===== src/rtl/simple_io_unit.sv =====
// I/O endpoint for the core's IN/OUT instructions: a one-entry input holding register
// and an output FIFO, each behind a valid/ready handshake, with core stall generation.
module simple_io_unit #(
    parameter int unsigned DATA_W    = 16,
    parameter int unsigned OUT_DEPTH = 4
) (
    input  logic              clk,
    input  logic              rst,
    input  logic [15:0]       instr,
    input  logic              exec,
    input  logic [DATA_W-1:0] rs_data,
    output logic [DATA_W-1:0] i_data,
    output logic              stall,
    input  logic              in_valid,
    input  logic [DATA_W-1:0] in_data,
    output logic              in_ready,
    output logic              out_valid,
    output logic [DATA_W-1:0] out_data,
    input  logic              out_ready,
    output logic [15:0]       stall_cnt
);

    localparam int unsigned PtrW = $clog2(OUT_DEPTH);
    localparam int unsigned CntW = PtrW + 1;

    typedef enum logic [1:0] {StIdle, StInWait, StOutWait} state_e;

    state_e            state_q, state_d;
    logic [DATA_W-1:0] in_buf_q, in_buf_d;
    logic              in_buf_valid_q, in_buf_valid_d;
    logic [DATA_W-1:0] mem_q [OUT_DEPTH];
    logic [DATA_W-1:0] mem_d [OUT_DEPTH];
    logic [PtrW-1:0]   wr_ptr_q, wr_ptr_d;
    logic [PtrW-1:0]   rd_ptr_q, rd_ptr_d;
    logic [CntW-1:0]   count_q, count_d;
    logic [15:0]       stall_cnt_q, stall_cnt_d;

    logic is_in, is_out, full, stall_raw;
    logic push, pop, consume, capture;

    always_comb begin
        is_in     = exec && (instr[15:14] == 2'b11) && (instr[7:4] == 4'b1100);
        is_out    = exec && (instr[15:14] == 2'b11) && (instr[7:4] == 4'b1101);
        full      = (count_q == CntW'(OUT_DEPTH));
        stall_raw = (is_in && !in_buf_valid_q) || (is_out && full);
        // Fullness comes from the registered count, so a same-cycle pop cannot unblock a push.
        push      = is_out && !full;
        pop       = (count_q != '0) && out_ready;
        consume   = is_in && in_buf_valid_q;
        capture   = in_valid && !in_buf_valid_q;
    end

    always_comb begin
        in_buf_d       = in_buf_q;
        in_buf_valid_d = in_buf_valid_q;
        if (consume) begin
            in_buf_valid_d = 1'b0;
        end else if (capture) begin
            in_buf_d       = in_data;
            in_buf_valid_d = 1'b1;
        end
    end

    always_comb begin
        mem_d    = mem_q;
        wr_ptr_d = wr_ptr_q;
        rd_ptr_d = rd_ptr_q;
        count_d  = count_q;
        if (push) begin
            mem_d[wr_ptr_q] = rs_data;
            wr_ptr_d        = wr_ptr_q + PtrW'(1);
        end
        if (pop) begin
            rd_ptr_d = rd_ptr_q + PtrW'(1);
        end
        unique case ({push, pop})
            2'b10:   count_d = count_q + CntW'(1);
            2'b01:   count_d = count_q - CntW'(1);
            default: count_d = count_q;
        endcase
    end

    always_comb begin
        stall_cnt_d = stall_cnt_q;
        if (stall_raw && (stall_cnt_q != 16'hFFFF)) begin
            stall_cnt_d = stall_cnt_q + 16'd1;
        end
    end

    always_comb begin
        state_d = state_q;
        unique case (state_q)
            StIdle: begin
                if (is_in && !in_buf_valid_q) begin
                    state_d = StInWait;
                end else if (is_out && full) begin
                    state_d = StOutWait;
                end
            end
            // Losing the instruction (exec drop) abandons the wait without side effects.
            StInWait: begin
                if (!is_in || in_buf_valid_q) begin
                    state_d = StIdle;
                end
            end
            StOutWait: begin
                if (!is_out || push) begin
                    state_d = StIdle;
                end
            end
            default: state_d = StIdle;
        endcase
    end

    always_ff @(posedge clk) begin
        if (rst) begin
            state_q        <= StIdle;
            in_buf_q       <= '0;
            in_buf_valid_q <= 1'b0;
            wr_ptr_q       <= '0;
            rd_ptr_q       <= '0;
            count_q        <= '0;
            stall_cnt_q    <= '0;
        end else begin
            state_q        <= state_d;
            in_buf_q       <= in_buf_d;
            in_buf_valid_q <= in_buf_valid_d;
            wr_ptr_q       <= wr_ptr_d;
            rd_ptr_q       <= rd_ptr_d;
            count_q        <= count_d;
            stall_cnt_q    <= stall_cnt_d;
        end
    end

    // Storage needs no reset: out_data is masked while the FIFO is empty.
    always_ff @(posedge clk) begin
        if (!rst) begin
            mem_q <= mem_d;
        end
    end

    assign i_data    = in_buf_q;
    assign in_ready  = !in_buf_valid_q;
    assign stall     = !rst && stall_raw;
    assign out_valid = (count_q != '0);
    assign out_data  = (count_q != '0) ? mem_q[rd_ptr_q] : '0;
    assign stall_cnt = stall_cnt_q;

endmodule


===== config.mk =====
export PLATFORM = sky130hd
export DESIGN_NAME = simple_io_unit
export DESIGN_NICKNAME = d
export VERILOG_FILES = /design/src/rtl/simple_io_unit.sv
export SDC_FILE = /design/constraint.sdc
export NUM_CORES = 1
export LEC_CHECK = 0
export CAP_MARGIN = 30
export CORE_MARGIN = 2
export CORE_UTILIZATION = 49
export DETAILED_ROUTE_END_ITERATION = 8
export PLACE_DENSITY_LB_ADDON = 0.15
export SLEW_MARGIN = 20
export SYNTH_ARGS = -nofsm -noshare
export SYNTH_HDL_FRONTEND = slang
export SYNTH_SLANG_ARGS = --single-unit

===== constraint.sdc =====
create_clock -name clk -period 2.9 [get_ports clk]
set_clock_uncertainty 0.05 [all_clocks]
set_input_delay 0.58 -clock clk [delete_from_list [all_inputs] [get_ports clk]]
set_output_delay 0.58 -clock clk [all_outputs]
set_load 0.005 [all_outputs]

* After elaboration in Yosys (flattened, before gate mapping)
Index checks and enable logic that the tools add are counted.
** Word-level totals
- Memories kept :: 0
- Input bits :: 53
- Bits in latches :: 0
- Bits in read-only memories :: 0
- RAM bits :: 0
- Flip-flop bits (word level) :: 104
- Logic and storage cells :: 58
- Output and inout port bits :: 51
** Cells by class
- $lt $le $gt $ge :: 3
- Bitwise operators :: 4
- Multiplexer cells :: 8
- Reductions and logical operators :: 21
- Divide/modulo/power cells :: 0
- $add $sub $neg :: 5
- Equality and inequality tests :: 7
- Multipliers :: 0
- Shift-type cells :: 0
** Operator list (count)
- 64-bit bitwise mux :: 1
- 16-bit 2-to-1 mux :: 4
- 16-bit binary-select mux with 2-bit select :: 1
- 16-bit demux with 2-bit select :: 1
- 16-bit by 1-bit adder with 16-bit output (second input constant) :: 1
- 16-bit inequality test (second input constant) :: 1
- 1-bit logical AND :: 12
- 4-bit equality test (second input constant) :: 2
- 3-bit greater-or-equal comparator (second input constant) :: 2
- 2-bit inverter with 3-bit output :: 2
- 3-bit case mux with 2 select lines :: 1
- 2-bit by 1-bit adder with 2-bit output (second input constant) :: 2
- 2-bit equality test (second input constant) :: 2
- 2-bit AND reduction :: 2
- 3-bit by 1-bit adder with 3-bit output (second input constant) :: 1
- 3-bit equality test (second input constant) :: 1
- 1-bit logical NOT :: 3
- 3-bit by 1-bit < comparator with 1-bit output (second input constant) :: 1
- 3-bit nonzero test :: 1
- 3-bit by 1-bit subtractor with 3-bit output (second input constant) :: 1
- 2-bit by 1-bit equality test with 1-bit output (second input constant) :: 1
- 1-bit inverter :: 2
- 2-bit nonzero test :: 1
- 2-bit OR reduction :: 1
- 1-bit logical OR :: 1

* Depth between registers and ports, before layout
Gate-level depths: netlist of the first run.
- Depth in word-level cells :: 6
- Mapped depth :: 9
- Gate-level depth less buffers :: 9

* Least setup slack after synthesis of the first run
Ideal clock, no wire load.
- Kind :: input to register
- Start :: input instr[4]
- End :: register stall_cnt_q[15] (netlist: stall_cnt[15])
- Slack :: 664 ps
- Buffers on the path :: 0
- Data arrival time :: 2062 ps
- Data required time :: 2727 ps
- Setup time :: 123 ps
- Cell stages on the path :: 5
- Cell sequence :: or2_1 > a211o_4 > nor4_4 > nor4b_4 > mux2_1
** On the way
- Word-level cells in the longest chain between the ends :: 5
- Elaborated cells on any way between the ends :: 8
- Those cells by class :: eq/ne (2); reduce/logical (6)
** RTL lines
- start: declaration :: line 9 : input logic [15:0] instr,
- 4-bit equality test, on equally long branches :: line 42, 43
- 1-bit logical AND, on equally long branches :: line 42, 43
- 1-bit logical AND
- 1-bit logical OR (*) :: line 45 : stall_raw = (is_in && !in_buf_valid_q) || (is_out && full);
- 1-bit logical AND (*) :: line 85 : if (stall_raw && (stall_cnt_q != 16'hFFFF)) begin
- end signal: assignment :: line 131 : stall_cnt_q <= stall_cnt_d;
- end: declaration :: line 36 : logic [15:0] stall_cnt_q, stall_cnt_d;
Every way passes the cells marked *; elsewhere a longest branch is shown, timed or not.
A chain may end at the register's enable or synchronous reset.

* Worst setup path in the final report of the first run
- Start :: input instr[15]
- End :: output stall
** On the way
- Word-level cells in the longest chain between the ends :: 6
- Elaborated cells on any way between the ends :: 8
- Those cells by class :: eq/ne (1); reduce/logical (7)
** RTL lines
- 2-bit equality test (*) :: line 42, 43
- 1-bit logical AND (*) :: line 42, 43
- 1-bit logical AND, on equally long branches :: line 42, 43
- 1-bit logical AND
- 1-bit logical OR (*) :: line 45
- 1-bit logical AND (*) :: line 144 : assign stall = !rst && stall_raw;
- end: declaration :: line 13 : output logic stall,
Marked as above.

==> out/qor.yml, run 1 <==
flow_run:
  max_cap_violations: 0
final_layout:
  final_util_pct: 65.3
  syn2layout_area_growth_pct: 31.7
  antennaDiodeCount: 0
  final_cells: 537
  nets: 484
  drive_gt1_share_pct: 11.9
logic_synthesis:
  ys_ff_latch: 104
  ys_async_sr_fraction_pct: 0
  ys.flop_type: "edfxtp_1"
  avgSynthCellArea_um2: 13.2
  synth_nets: 383
  synth_edf_count: 64
  yosysSeqAreaShare_pct: 63.9
  synth_area_mm2: 0.00426
  netlist_instances: 323
  ys_types: 41
  ys_warn_count: 0
global_routing:
  grt_pass1_vias: 2793
  grt_pass1_wl_mm: 13.5
  antenna_found_initial: 0
  grt-ovfl-total: 0
  grtUsageTotal_pct: 18.0
  grt_max_degree: 44
timing:
  fin_ws_ns: 0.124
  tns_ns: 0
  relSlewSlack_pct: 62.8
  period_minus_slack_ns: 2.78
  rsz0062_at_grt: "false"
  hold_viol_final: 0
  fmax_mhz: 360
  drv_slew: 0
  final.period_utilization_pct: 95.7
  worst_pin_slew_ns: 0.556
  setup_violations: 0
cts:
  h-tree-depth: 3
  path_clk_slew_ns: 0.09
  cts_root_buffer: "clkbuf_8"
  clk_path_buf_depth: 2
  cts_tree: "built"
  cts_hold_buffers: 0
  cts_sinks: 104
  clkLatencyLatePin_ns: 0.36
  cts-buffers-inserted: 9
critical_path:
  cp_max_fo: 3
  end_kind: "output pin"
  cp.required_ns: 2.27
  crit_slowest_cell: "clkdlybuf4s50_1"
  crit_type: "input port to output pin"
  crit_chain: "clkdlybuf4s50_1, nand4b_1, a211o_4, nor2_1, clkdlybuf4s50_1"
  path_common_cell: "clkdlybuf4s50_1"
  arrival_ns: 2.15
  critPathMaxStageDelay_ns: 0.51
  startpoint_type: "input port"
min_path:
  hold_class: "flop to flop"
drt:
  wire_per_inst_um: 15.0
  drc: 0
  via_per_inst: 5.14
  postRouteAntennaNets: 0
  firstDrtPassIters: 4
  drt_iter0_markers: 46
  wl_mm: 8.03
  vias: 2761
placed_design:
  routabilityCongestion: 0.827
  preCtsSetupSlack_ns: 0.00343
  dp_hpwl_mm: 5.41
  portBuffers: 93
  numPlacedInstances: 521
die:
  start_util_pct: 49.6
  die-area_mm2: 0.00946
  rows: 34
  die_w_um: 97.3
  ioPinCount: 104
  dieHeight_um: 97.3
  core_mm2: 0.00859
power:
  leakage_nw: 1.84
  ir_drop_uv: 210
  powerDensity_mw_per_mm2: 463
status:
  status: "finished clean"
[cell type report]
class                   count  area (um^2)
inverters                   9         33.8
clock inverters             7         61.3
fillers                   689         2980
multi-input cells         194         1440
repair buffers            106         1090
clock buffers               9          124
flip-flops and latches    104         2720
well taps                 108          135
[state kept, by name, indices dropped and copies added (netlist names)]
signal	cells
count_q	3
i_data	16
in_buf_valid_q	1
mem_q	64
rd_ptr_q	2
stall_cnt	16
wr_ptr_q	2
[stage by stage]
stage	total power [W]	hold WS (ns)	cell area, um^2
3_5_place_dp	0.00179	0.397	5430
2_1_floorplan	0.00167	0.403	4260
6_report	0.00260	0.408	5610
3_3_place_gp	0.00178	0.392	5430
5_1_grt	0.00270	0.442	5610
4_1_cts	0.00263	0.409	5610
[cell usage in the layout, fill, tap and decap left out, types with 3 or more instances in the layout]
| cell type | instances |
|---|---|
| and2_1 | 22 |
| xnor2_1 | 13 |
| buf_12 | 5 |
| a21oi_1 | 21 |
| clkdlybuf4s50_1 | 92 |
| buf_4 | 8 |
| nand4_1 | 3 |
| nor2_1 | 26 |
| ha_1 | 6 |
| dfxtp_1 | 40 |
| edfxtp_1 | 64 |
| nand2_1 | 39 |
| xor2_1 | 3 |
| nand3_1 | 8 |
| nor4_1 | 3 |
| clkbuf_8 | 9 |
| mux4_2 | 16 |
| inv_1 | 9 |
| nor3_1 | 5 |
[critical path: cells and delay by family]
kind                   cells  cell delay, ns
buffers and inverters      2            0.97
AO/OA/AOI/OAI              1            0.33
AND/OR/NAND/NOR            2            0.27
[final timing paths]
check | from | to | slack [ns] | cells after the start
worst min-delay path | i_data[1]$_SDFFE_PP0P_ | i_data[1]$_SDFFE_PP0P_ | 0.41 | 2
worst max register to register | count_q[2]$_SDFFE_PP0P_ | count_q[2]$_SDFFE_PP0P_ | 0.60 | 9
worst min register to register | i_data[1]$_SDFFE_PP0P_ | i_data[1]$_SDFFE_PP0P_ | 0.41 | 2
worst max-delay path | instr[15] | stall | 0.12 | 5
[synthesized netlist by cell type (2+ instances only)]
library cell	n	share of area, %
a21oi_1	21	2.5
and2_1	22	3.2
buf_2	3	0.35
clkbuf_1	13	1.1
dfxtp_1	40	19
edfxtp_1	64	45
ha_1	6	1.8
inv_1	9	0.79
mux4_2	16	8.5
nand2_1	39	3.4
nand2b_1	2	0.29
nand3_1	8	0.94
nand4_1	3	0.44
nor2_1	26	2.3
nor3_1	5	0.59
nor3b_1	2	0.35
nor4_1	3	0.44
nor4b_1	2	0.41
o21ai_0	2	0.23
or3_1	2	0.29
xnor2_1	13	2.7
xor2_1	3	0.62
[metal layers]
layer | vias to the layer above | routed length, um | global-route usage (%)
li1 | 1356 | - | -
met1 | 1309 | 3460 | 22.5
met2 | 84 | 3870 | 29.3
met3 | 12 | 539 | 5.61
met4 | 0 | 160 | 7.48
met5 | - | 0 | 0
[timing repair]
item,CTS,global route
buffers inserted,0,0
setup endpoints to repair,0,1
gates resized for setup,0,1
[where the power goes]
part	total [W]	internal, W	switching (W)
Sequential	0.00159	0.00158	0.00000835
Combinational	0.000162	0.0000982	0.0000641
Clock	0.000848	0.000330	0.000517
[logic make-up (layout without fill, tap and decap cells)]
family                     Yosys count  in the layout  synth area share [%]
adders and majority gates            7              7                  2.23
and+or+nand+nor                    124            124                  15.4
muxes                               18             18                  8.95
DFF                                104            104                  63.9
xor gates and xnor gates            16             16                  3.29
buffers and inverters               25            131                  2.29
AOI/OAI and AO/OA                   29             29                  4.02
No activity file was read; power rests on OpenSTA's default activity.
==> run 2, diff against run 1 <==
- SETUP_SLACK_MARGIN: not set -> 0.1
==> out/qor.yml, run 2 (synthesized netlist as in run 1, its figures left out) <==
status:
  status: "finished clean"
final_layout:
  fillers: 686
  regMostFlops: "mem_q"
  multi_input_area_mm2: 0.00144
  drive_gt1_share_pct: 12.3
  final_util_pct: 65.6
  final_cell_mix: "91 x clkdlybuf4s50_1, 64 x edfxtp_1, 39 x nand2_1, 39 x dfxtp_1, 26 x nor2_1"
  regArea_mm2: 0.00272
  largest_reg_flops: 64
  antennaDiodeCount: 0
  final_common_cell: "clkdlybuf4s50_1"
  nets: 485
  syn2layout_area_growth_pct: 32.2
critical_path:
  r2r_end: "count_q[2]$_SDFFE_PP0P_"
  arrival_ns: 2.08
  r2r_slack_ns: 0.60
  startpoint: "rd_ptr_q[0]$_SDFFE_PP0P_"
  end_kind: "output pin"
  cp_max_fo: 8
  cp.required_ns: 2.27
  critPathCapture: "out_data[1]"
  reg2reg_depth: 9
  crit_type: "flop to output pin"
  startpoint_type: "flop"
  rr_startpoint: "count_q[2]$_SDFFE_PP0P_"
cts:
  cts_tree: "built"
  cts_sinks: 104
  clk_path_buf_depth: 2
  post_cts_buffers: 0
  cts_hold_buffers: 0
  path_clk_slew_ns: 0.10
  clkLatencyLatePin_ns: 0.37
  h-tree-depth: 3
  cts-buffers-inserted: 9
  cts_root_buffer: "clkbuf_8"
die:
  core_mm2: 0.00859
  die_w_um: 97.3
  dieHeight_um: 97.3
  die-area_mm2: 0.00946
  start_util_pct: 49.6
  ioPinCount: 104
  rows: 34
power:
  switching_share_pct: 22.7
  power.share.clock_pct: 32.6
  power_frac_comb_pct: 6.3
  ir_drop_uv: 210
  powerDensity_mw_per_mm2: 462
  power_frac_seq_pct: 61.1
  netSwitchingPower_w: 0.000591
  p_int_w: 0.00201
  leakage_nw: 1.85
global_routing:
  grtUsageTotal_pct: 18.0
  grt_pass1_vias: 2789
  grt_max_degree: 44
  grt-ovfl-total: 0
  antenna_found_initial: 0
  grt_pass1_wl_mm: 13.5
drt:
  wire_per_inst_um: 15.1
  vias: 2773
  firstDrtPassIters: 4
  drt_iter0_markers: 41
  wl_mm: 8.11
  drc: 0
  via_per_inst: 5.15
  postRouteAntennaNets: 0
min_path:
  hold_class: "flop to flop"
  hold_depth: 2
timing:
  final.period_utilization_pct: 93.4
  fmax_mhz: 369
  tns_ns: 0
  worst_pin_slew_ns: 0.556
  fin_ws_ns: 0.193
  hold_viol_final: 0
  period_minus_slack_ns: 2.71
  relSlewSlack_pct: 62.8
  rsz0062_at_grt: "false"
  holdWs_ns: 0.408
  setup_violations: 0
  drv_slew: 0
placed_design:
  portBuffers: 93
  routabilityCongestion: 0.827
  dp_hpwl_mm: 5.41
  preCtsSetupSlack_ns: 0.00343
flow_run:
  max_cap_violations: 0
## run 2: cell count changes in the layout (fill, tap and decap cells not counted)
cell	previous run	this run
dfxtp_1	40	39
dlymetal6s2s_1	1	0
clkbuf_16	0	1
dlygate4sd2_1	0	2
dfxtp_2	0	1
clkdlybuf4s50_1	92	91
## run 2: cell type report
cell class                 instances  share of cell area, %
clock inverter                     7                   1.09
timing repair buffer             107                   19.8
tap                              108                   2.40
sequential                       104                   48.3
inverter                           9                  0.600
clock buffer                       9                   2.20
multi-input combinational        194                   25.6
## run 2: worst max-delay path, stage by stage (launching register included)
cell and delay [ns]:
dfxtp_2 0.42, clkbuf_16 0.20, mux4_2 0.48, and2_1 0.17, clkdlybuf4s50_1 0.44
## run 2: metrics by stage
| stage | cells | cell area (um^2) | power [W] |
|---|---|---|---|
| after floorplan | 323 | 4260 | 0.00167 |
| after global placement | 521 | 5430 | 0.00178 |
| after detailed placement | 521 | 5430 | 0.00179 |
| after CTS | 537 | 5610 | 0.00263 |
| after global routing | 538 | 5630 | 0.00270 |
| final | 538 | 5630 | 0.00260 |
## run 2: worst min-delay path by stage
| stage | from | to | slack (ns) |
|---|---|---|---|
| final | i_data[1]$_SDFFE_PP0P_ | i_data[1]$_SDFFE_PP0P_ | 0.41 |
| after global routing | i_data[5]$_SDFFE_PP0P_ | i_data[5]$_SDFFE_PP0P_ | 0.44 |
| after CTS | i_data[1]$_SDFFE_PP0P_ | i_data[1]$_SDFFE_PP0P_ | 0.41 |
| after detailed placement | i_data[1]$_SDFFE_PP0P_ | i_data[1]$_SDFFE_PP0P_ | 0.40 |
| after global placement | i_data[1]$_SDFFE_PP0P_ | i_data[1]$_SDFFE_PP0P_ | 0.39 |
| after floorplan | i_data[0]$_SDFFE_PP0P_ | i_data[0]$_SDFFE_PP0P_ | 0.40 |
## run 2: power by group through the flow
| stage | Sequential, W | Combinational (W) | Clock [W] |
|---|---|---|---|
| 5_1_grt | 0.00159 | 0.000179 | 0.000928 |
| 3_5_place_dp | 0.00162 | 0.000164 | 0 |
| 2_1_floorplan | 0.00162 | 0.0000491 | 0 |
| 3_3_place_gp | 0.00162 | 0.000161 | 0 |
| 4_1_cts | 0.00159 | 0.000164 | 0.000874 |
| 6_report | 0.00159 | 0.000163 | 0.000849 |
## run 2: timing repair
| action | CTS | global route |
|---|---|---|
| pin swaps | 1 | 0 |
| endpoints found under the setup margin | 1 | 16 |
| cloned | 0 | 1 |
| resized for setup | 2 | 1 |
## run 2: per-layer routing
metal / GRT usage, % / vias to the layer above / part of all wire, %
met5: 0 / - / 0
met4: 7.48 / 0 / 1.6
met3: 5.61 / 10 / 6.6
met2: 29.3 / 81 / 48
met1: 22.5 / 1324 / 43
li1: - / 1358 / -
==> run 3, diff against run 2 <==
==> constraint.sdc (replaced) <==
create_clock -name clk -period 2.9 [get_ports clk]
set_clock_uncertainty 0.05 [all_clocks]
set_input_delay 0.29 -clock clk [delete_from_list [all_inputs] [get_ports clk]]
set_output_delay 0.29 -clock clk [all_outputs]
set_load 0.005 [all_outputs]
==> out/qor.yml, run 3 (synthesized netlist as in run 1, its figures left out) <==
final_layout:
  antennaDiodeCount: 0
  fillers: 674
  drive_gt1_share_pct: 11.5
  syn2layout_area_growth_pct: 31.0
  regMostFlops: "mem_q"
  final_common_cell: "clkdlybuf4s50_1"
  design_area_mm2: 0.00558
  nets: 482
  largest_reg_flops: 64
  final_cell_mix: "93 x clkdlybuf4s50_1, 64 x edfxtp_1, 40 x dfxtp_1"
global_routing:
  grt_max_degree: 25
  grt_pass1_wl_mm: 13.2
  grtUsageTotal_pct: 17.9
  grt_pass1_vias: 2720
  antenna_found_initial: 0
  grt-ovfl-total: 0
cts:
  ctsResizeCount: 0
  cts_hold_buffers: 0
  cts_sinks: 104
  cts_tree: "built"
  h-tree-depth: 3
  path_clk_slew_ns: 0.10
  clkLatencyLatePin_ns: 0.36
  cts-buffers-inserted: 9
  clk_path_buf_depth: 2
  cts_root_buffer: "clkbuf_8"
  post_cts_buffers: 0
die:
  core_mm2: 0.00859
  ioPinCount: 104
  die-area_mm2: 0.00946
  die_w_um: 97.3
  start_util_pct: 49.6
  dieHeight_um: 97.3
  rows: 34
drt:
  drt_iter0_markers: 72
  postRouteAntennaNets: 0
  vias: 2736
  firstDrtPassIters: 4
  via_per_inst: 5.11
  drc: 0
  wire_per_inst_um: 14.8
  wl_mm: 7.92
timing:
  period_minus_slack_ns: 2.59
  hold_viol_final: 0
  final.period_utilization_pct: 89.4
  relSlewSlack_pct: 62.7
  setup_violations: 0
  worst_pin_slew_ns: 0.558
  rsz0062_at_grt: "false"
  drv_slew: 0
  tns_ns: 0
  fmax_mhz: 386
min_path:
  hold_depth: 2
  min-delay-start: "i_data[6]$_SDFFE_PP0P_"
  holdPathEnd: "i_data[6]$_SDFFE_PP0P_"
  hold_class: "flop to flop"
placed_design:
  dp_hpwl_mm: 5.27
  placed_cell_area_mm2: 0.00535
  portBuffers: 93
  routabilityCongestion: 0.745
critical_path:
  arrival_ns: 2.25
  cp_max_fo: 16
  rr_startpoint: "in_buf_valid_q$_SDFFE_PP0P_"
  reg2reg_depth: 5
  critPathMaxStageDelay_ns: 0.54
  cp.required_ns: 2.56
  crit_chain: "buf_4, mux4_2, and2_1, clkdlybuf4s50_1"
  crit_slowest_cell: "mux4_2"
  startpoint_type: "flop"
  r2r_end: "stall_cnt[15]$_SDFFE_PP0P_"
  r2r_slack_ns: 0.74
  crit_type: "flop to output pin"
  end_kind: "output pin"
power:
  ir_drop_uv: 310
  powerDensity_mw_per_mm2: 496
  leakage_nw: 1.84
flow_run:
  max_cap_violations: 0
status:
  status: "finished clean"
-- run 3: where the power goes --
part	leakage [nW]	switching (W)	internal [W]	total [W]
Sequential	0.900	0.00000829	0.00158	0.00159
Clock	0.119	0.000511	0.000507	0.00102
Combinational	0.819	0.0000639	0.0000985	0.000162
Total	1.84	0.000583	0.00219	0.00277
-- run 3: per-stage QoR --
| step | util (%) | total power, W | std cells | worst slack (ns) | hold WS [ns] |
|---|---|---|---|---|---|
| 6_report | 65.0 | 0.00277 | 535 | 0.309 | 0.410 |
| 5_1_grt | 65.0 | 0.00288 | 535 | 0.160 | 0.392 |
| 3_5_place_dp | 62.2 | 0.00179 | 519 | 0.330 | 0.400 |
| 4_1_cts | 65.0 | 0.00281 | 535 | 0.245 | 0.385 |
| 2_1_floorplan | - | 0.00167 | 323 | 0.803 | 0.339 |
| 3_3_place_gp | 62.2 | 0.00178 | 519 | 0.353 | 0.392 |
-- run 3: worst max-delay path by stage --
stage	startpoint	endpoint	slack [ns]	cells after the start
after global routing	rd_ptr_q[0]$_SDFFE_PP0P_	out_data[15]	0.16	4
after CTS	rd_ptr_q[0]$_SDFFE_PP0P_	out_data[15]	0.24	4
after detailed placement	instr[4]	stall_cnt[15]$_SDFFE_PP0P_	0.33	6
after floorplan	count_q[0]$_SDFFE_PP0P_	count_q[2]$_SDFFE_PP0P_	0.80	9
after global placement	instr[4]	stall_cnt[15]$_SDFFE_PP0P_	0.35	6
final	rd_ptr_q[0]$_SDFFE_PP0P_	out_data[15]	0.31	4
-- run 3: metal layers --
metal  vias up  share of wire [%]  track usage (%)
met5         -                  0                0
met4         0                1.4             7.05
met3         7                7.4             6.26
met2        80                 48             28.7
met1      1296                 43             22.4
li1       1353                  -                -
-- run 3: critical path: cells and delay by family, from the launching register on --
kind                   cells  cell delay, ns
multiplexers               1            0.54
buffers and inverters      2            0.78
flip-flops                 1            0.39
AND/OR/NAND/NOR            1            0.18
-- run 3: final cells by class --
type                            instances  area (um^2)  share of cell area, %
Multi-Input combinational cell        194         1440                   25.8
Tap cell                              108          135                   2.42
Clock buffer                            9          124                   2.22
Sequential cell                       104         2720                   48.8
Inverter                                9         33.8                  0.605
Timing Repair Buffer                  104         1010                   18.2
Clock inverter                          7          111                   1.99
